## src/rtl/mmio_slave_bridge.sv

```systemverilog
// Memory-mapped bridge: CPU stall-based data port to NUM_SLAVES peripheral
// pages plus one status page. Slave accesses use a registered enable/ready
// handshake with a per-access timeout that returns ERR_DATA and logs the error.
module mmio_slave_bridge #(
  parameter int unsigned NUM_SLAVES     = 4,
  parameter logic [19:0] BASE_PAGE      = 20'h80000,
  parameter int unsigned ADDR_WIDTH     = 8,
  parameter int unsigned TIMEOUT_CYCLES = 64,
  parameter logic [31:0] ERR_DATA       = 32'hDEADDEAD
) (
  input  logic                     clk,
  input  logic                     rst_n,
  input  logic                     cpu_read,
  input  logic                     cpu_write,
  input  logic [31:0]              cpu_addr,
  input  logic [31:0]              cpu_wdata,
  output logic [31:0]              cpu_rdata,
  output logic                     cpu_busywait,
  output logic [ADDR_WIDTH-1:0]    slv_address,
  output logic [31:0]              slv_write_data,
  output logic [NUM_SLAVES-1:0]    slv_read_enable,
  output logic [NUM_SLAVES-1:0]    slv_write_enable,
  input  logic [32*NUM_SLAVES-1:0] slv_read_data,
  input  logic [NUM_SLAVES-1:0]    slv_ready,
  output logic                     err_irq
);

  localparam int unsigned CW = $clog2(TIMEOUT_CYCLES);
  localparam logic [CW-1:0] CNT_LAST = CW'(TIMEOUT_CYCLES - 1);

  typedef enum logic [1:0] {S_IDLE, S_ACCESS, S_DONE} state_t;

  state_t        state_q, state_d;
  logic [2:0]    idx_q;
  logic          op_wr_q;
  logic [31:0]   addr_q;
  logic [CW-1:0] cnt_q;
  logic [31:0]   rdata_q;
  logic [15:0]   err_count_q;
  logic [31:0]   last_err_addr_q;
  logic          sticky_q;

  logic          req;
  logic          slave_hit;
  logic          status_hit;
  logic [2:0]    hit_idx;
  logic          sel_ready;
  logic [31:0]   sel_rdata;
  logic [31:0]   status_rdata;
  logic          timeout;
  logic          busy_raw;

  assign req     = cpu_read | cpu_write;
  assign timeout = (cnt_q == CNT_LAST);
  assign err_irq = sticky_q;

  // Address decode: which slave page, status page or nothing
  always_comb begin
    slave_hit = 1'b0;
    hit_idx   = '0;
    for (int unsigned i = 0; i < NUM_SLAVES; i++) begin
      if (cpu_addr[31:12] == BASE_PAGE + 20'(i)) begin
        slave_hit = 1'b1;
        hit_idx   = 3'(i);
      end
    end
    status_hit = (cpu_addr[31:12] == BASE_PAGE + 20'(NUM_SLAVES));
  end

  // Select ready and read data of the latched slave
  always_comb begin
    sel_ready = 1'b0;
    sel_rdata = '0;
    for (int unsigned i = 0; i < NUM_SLAVES; i++) begin
      if (idx_q == 3'(i)) begin
        sel_ready = slv_ready[i];
        sel_rdata = slv_read_data[32*i +: 32];
      end
    end
  end

  // Status page read mux
  always_comb begin
    case (cpu_addr[3:0])
      4'h0:    status_rdata = {16'b0, err_count_q};
      4'h4:    status_rdata = last_err_addr_q;
      4'h8:    status_rdata = {31'b0, sticky_q};
      default: status_rdata = '0;
    endcase
  end

  // Next state, CPU stall and CPU read data
  always_comb begin
    state_d   = state_q;
    busy_raw  = 1'b0;
    cpu_rdata = '0;
    case (state_q)
      S_IDLE: begin
        if (req && (slave_hit || status_hit)) begin
          busy_raw = 1'b1;
          state_d  = slave_hit ? S_ACCESS : S_DONE;
        end
      end
      S_ACCESS: begin
        busy_raw = 1'b1;
        if (sel_ready || timeout) state_d = S_DONE;
      end
      S_DONE: begin
        cpu_rdata = rdata_q;
        state_d   = S_IDLE;
      end
      default: state_d = S_IDLE;
    endcase
  end

  // Stall is decoded combinationally from the request, so it is masked
  // while reset is held to keep the CPU port quiet during reset.
  assign cpu_busywait = busy_raw & rst_n;

  // Slave enables depend only on registered state
  always_comb begin
    slv_read_enable  = '0;
    slv_write_enable = '0;
    for (int unsigned i = 0; i < NUM_SLAVES; i++) begin
      if (state_q == S_ACCESS && idx_q == 3'(i)) begin
        slv_read_enable[i]  = ~op_wr_q;
        slv_write_enable[i] = op_wr_q;
      end
    end
  end

  // State register
  always_ff @(posedge clk or negedge rst_n) begin
    if (!rst_n) state_q <= S_IDLE;
    else        state_q <= state_d;
  end

  // Request latching, timeout counting, data capture and error logging
  always_ff @(posedge clk or negedge rst_n) begin
    if (!rst_n) begin
      idx_q           <= '0;
      op_wr_q         <= 1'b0;
      addr_q          <= '0;
      cnt_q           <= '0;
      rdata_q         <= '0;
      slv_address     <= '0;
      slv_write_data  <= '0;
      err_count_q     <= '0;
      last_err_addr_q <= '0;
      sticky_q        <= 1'b0;
    end else begin
      case (state_q)
        S_IDLE: begin
          if (req && slave_hit) begin
            idx_q          <= hit_idx;
            op_wr_q        <= cpu_write;
            addr_q         <= cpu_addr;
            slv_address    <= cpu_addr[ADDR_WIDTH-1:0];
            slv_write_data <= cpu_wdata;
            cnt_q          <= '0;
            rdata_q        <= '0;
          end else if (req && status_hit) begin
            rdata_q <= cpu_write ? '0 : status_rdata;
            if (cpu_write && cpu_addr[3:0] == 4'h8 && cpu_wdata[0]) begin
              sticky_q    <= 1'b0;
              err_count_q <= '0;
            end
          end
        end
        S_ACCESS: begin
          if (sel_ready) begin
            if (!op_wr_q) rdata_q <= sel_rdata;
          end else if (timeout) begin
            if (!op_wr_q) rdata_q <= ERR_DATA;
            sticky_q        <= 1'b1;
            last_err_addr_q <= addr_q;
            if (err_count_q != '1) err_count_q <= err_count_q + 16'd1;
          end else begin
            cnt_q <= cnt_q + CW'(1);
          end
        end
        default: ;
      endcase
    end
  end

endmodule
```

## config.mk

```make
export PLATFORM = sky130hd
export DESIGN_NAME = mmio_slave_bridge
export DESIGN_NICKNAME = d
export VERILOG_FILES = /design/src/rtl/mmio_slave_bridge.sv
export SDC_FILE = /design/constraint.sdc
export NUM_CORES = 1
export LEC_CHECK = 0
export BUFFER_PORTS_ARGS = -buffer_cell sky130_fd_sc_hd__buf_4
export CAP_MARGIN = 20
export CORE_MARGIN = 4
export CORE_UTILIZATION = 54
export CTS_CLUSTER_SIZE = 28
export DETAILED_ROUTE_END_ITERATION = 6
export GPL_TIMING_DRIVEN = 0
export PLACE_DENSITY = 0.81
export RECOVER_POWER = 50
export SKIP_LAST_GASP = 1
export SLEW_MARGIN = 20
export SYNTH_ARGS = -nofsm -noshare
export SYNTH_HDL_FRONTEND = slang
export SYNTH_SLANG_ARGS = --single-unit
```

## constraint.sdc

```tcl
create_clock -name clk -period 6.2 [get_ports clk]
set_input_delay 0.31 -clock clk [delete_from_list [all_inputs] [get_ports clk]]
set_output_delay 0.31 -clock clk [all_outputs]
set_load 0.05 [all_outputs]
```

==> flow_summary.json <==
{
  "cts_buffers": 17,
  "finalCritPeriodShare": 0.5167,
  "cts-resized-gates": 0,
  "syn_to_final_growth_pct": 34.48,
  "dr.pass1.iters": 5,
  "p_clk_frac": 0.471,
  "cts.sinks": 156,
  "place_hpwl_um": 19260,
  "std_cell_rows": 44,
  "switching_share": 0.2182,
  "p_int_mw": 1.776,
  "cts.path.max_buffers": 2,
  "grt_util_all_layers": 0.2842,
  "routabilityCongestion": 0.9016,
  "yosysTopAreaCell": "dfrtp_1",
  "setup_viol": 0,
  "post_cts_buffers": 0,
  "ff2ff_setup_slack_ps": 3230,
  "diodes": 0,
  "syn_area_um2": 8245,
  "hold_viol_final": 0,
  "fmax_mhz": 312.2,
  "rsz0062_at_grt": "false",
  "overflow": 0,
  "die_width_um": 131.6,
  "drive_gt1_frac": 0.4012,
  "grt_use_met2": 0.4648,
  "crit_fanout": 10,
  "synth_seq_cells": 156,
  "cts_htree_levels": 4,
  "seqPwrFrac": 0.451,
  "p_comb_frac": 0.077,
  "route.vias.total": 7208,
  "synthMostInstantiatedCell": "dfrtp_1",
  "die_y_um": 131.6,
  "synth_warnings": 0,
  "synth_common_cells": "156 x dfrtp_1, 83 x mux2_2, 51 x and2_1",
  "fin_skew_ps": 7.802,
  "rr_startpoint": "idx_q[0]$_DFFE_PN0P_",
  "syn_area_per_cell_um2": 11.56,
  "max-cap-violations": 0,
  "crit_arrival_ps": 2890,
  "grt.busiest_layer": "met2",
  "initial_core_util": 0.5589,
  "ioPinCount": 282,
  "synthFlopType": "dfrtp_1",
  "drtAntennaViolNets": 0,
  "path_clk_slew_ps": 70,
  "start_kind": "flop",
  "end_kind": "output port",
  "critPathLaunch": "state_q[0]$_DFFE_PN0P_",
  "cts_tree": "done",
  "drcViolationCount": 0,
  "clock_latency_ps": 420,
  "switching_power_mw": 0.4956,
  "crit_end": "slv_write_enable[0]",
  "async_flop_share": 1.000,
  "synthTopCellsByArea": "dfrtp_1 47%, mux2_2 11%, mux4_2 9.0%, and2_1 3.9%, o21ai_0 2.9%",
  "cp.required_ps": 5890,
  "syn_nets": 915,
  "worstMarginPinSlew_ps": 1013,
  "synth_cell_type_count": 50,
  "gr-usage-met3": 0.08257,
  "numPortBuffers": 280,
  "netlist_instances": 713,
  "fin_setup_tns_ps": 0,
  "grt_start_max_net_pins": 88,
  "via_per_inst": 5.952,
  "nets": 1216,
  "outcome": "finished clean",
  "clock-root-buffer": "clkbuf_16",
  "ys_seq_area_frac": 0.4734,
  "maxSlewHeadroom": 0.3217,
  "dp_cells": 1178,
  "drt_iter0_markers": 657,
  "rr_endpoint": "last_err_addr_q[7]$_DFFE_PN0P_",
  "synth_edf_count": 0,
  "period_minus_slack_ps": 3203,
  "power_density_nw_per_um2": 204.9,
  "wl_um": 24720,
  "wl_per_cell_um": 20.41,
  "slew_viol_final": 0,
  "synth_top_area_share": 0.4734,
  "worstHoldPathType": "input port to flop",
  "grt_pass1_wl_um": 39390,
  "dieArea_um2": 17310,
  "ff2ff_path_depth": 5,
  "worst-setup-path-type": "flop to output port",
  "max-vdd-ir-drop_uv": 178.7,
  "p_leak_nw": 5.214,
  "core-area_um2": 14750,
  "antenna_found_initial": 0,
  "grtUsageMet1": 0.3806,
  "layoutNonFillerInstCount": 1211,
  "grt_pass1_vias": 7221
}
-- power groups by stage --
stage | Clock (mW) | Combinational, mW | Sequential [mW]
after floorplan | 0 | 0.0378 | 1.04
final | 1.07 | 0.176 | 1.02
after detailed placement | 0 | 0.175 | 1.04
after global routing | 1.13 | 0.189 | 1.02
after CTS | 1.08 | 0.176 | 1.02
after global placement | 0 | 0.169 | 1.04
-- placed cells by master (no fill, tap or decap), types with 3 or more instances in the layout --
cell type | synthesis | layout
o211ai_1 | 5 | 5
dfrtp_1 | 156 | 156
nand4_1 | 4 | 4
and4_1 | 3 | 3
clkbuf_16 | 0 | 17
buf_1 | 4 | 4
mux2_2 | 83 | 83
buf_2 | 8 | 8
nand3_1 | 39 | 39
or3_1 | 3 | 3
inv_1 | 9 | 9
nand2_1 | 32 | 32
buf_4 | 8 | 246
bufinv_16 | 0 | 3
mux2i_1 | 21 | 21
and2_1 | 51 | 51
a21oi_1 | 17 | 17
nor4_1 | 7 | 7
mux4_2 | 33 | 33
clkinv_4 | 0 | 3
nor3_1 | 6 | 6
xnor2_1 | 3 | 3
nand2b_1 | 9 | 9
nor2b_1 | 3 | 3
o31ai_1 | 19 | 18
nor2_1 | 21 | 21
nor3b_1 | 5 | 5
and3_1 | 11 | 11
or4_1 | 14 | 14
nor4bb_1 | 3 | 3
o21ai_0 | 47 | 47
o21a_1 | 14 | 14
clkbuf_1 | 32 | 75
a31oi_1 | 17 | 17
-- logic make-up after synthesis --
family | Yosys count | share of synthesized area
flip-flops | 156 | 0.4734
XOR/XNOR | 3 | 0.003187
AND/OR/NAND/NOR | 222 | 0.1571
adder cells (fa/ha/maj) | 2 | 0.003034
AO/OA/AOI/OAI | 132 | 0.1017
buffers and inverters | 61 | 0.03263
multiplexers | 137 | 0.2290
-- how the worst min path moves through the flow --
stage	slack [ps]	depth (start not counted)	end	from
floorplan	10	0	addr_q[10]$_DFFE_PN0P_	rst_n
global placement	440	2	addr_q[12]$_DFFE_PN0P_	addr_q[12]$_DFFE_PN0P_
detailed placement	310	1	slv_address[5]$_DFFE_PN0P_	rst_n
CTS	100	2	slv_write_data[2]$_DFFE_PN0P_	cpu_wdata[2]
global route	100	2	slv_write_data[18]$_DFFE_PN0P_	cpu_wdata[18]
finish	110	2	slv_write_data[19]$_DFFE_PN0P_	cpu_wdata[19]
-- critical path, stage by stage, from the launching register on --
cell      delay, ps
dfrtp_1         510
nor2b_1         360
clkbuf_1        460
buf_1           530
nand2_1         210
nor3_1          170
buf_4           230
-- metrics by stage --
stage	power (mW)	util	cell area [µm²]	setup slack [ps]	hold slack, ps
floorplan	1.082	-	8245	3344	14.41
global placement	1.212	0.7169	10580	3300	444.5
detailed placement	1.219	0.7196	10620	3278	307.4
CTS	2.280	0.7616	11240	3034	102.3
global route	2.339	0.7515	11090	2799	102.4
finish	2.272	0.7515	11090	2997	114.4
-- registers in the layout, indices dropped and copies added, names as in the netlist --
name,flops
last_err_addr_q,32
rdata_q,32
slv_write_data,32
addr_q,25
err_count_q,16
slv_address,7
cnt_q,6
idx_q,2
state_q,2
err_irq,1
op_wr_q,1
-- metal layers --
layer	up-vias	wire (µm)
met5	-	0
met4	0	337
met3	33	2423
met2	396	11940
met1	3497	10020
li1	3282	-
-- final cells by class --
type / instances / area (µm²)
multi-input cells: 496 / 4083
flip-flops and latches: 156 / 3904
fillers: 1095 / 3666
repair buffers: 282 / 1993
clock buffers: 20 / 446.7
plain buffers: 52 / 235.2
well taps: 184 / 230.2
clock inverters: 12 / 162.7
inverters: 9 / 33.78
-- timing repair --
action / CTS / global route
hold buffers: 1 / 0
setup endpoints to repair: 0 / 0
endpoints found under the hold margin: 69 / 0
Power figures use the tool's default switching activity.
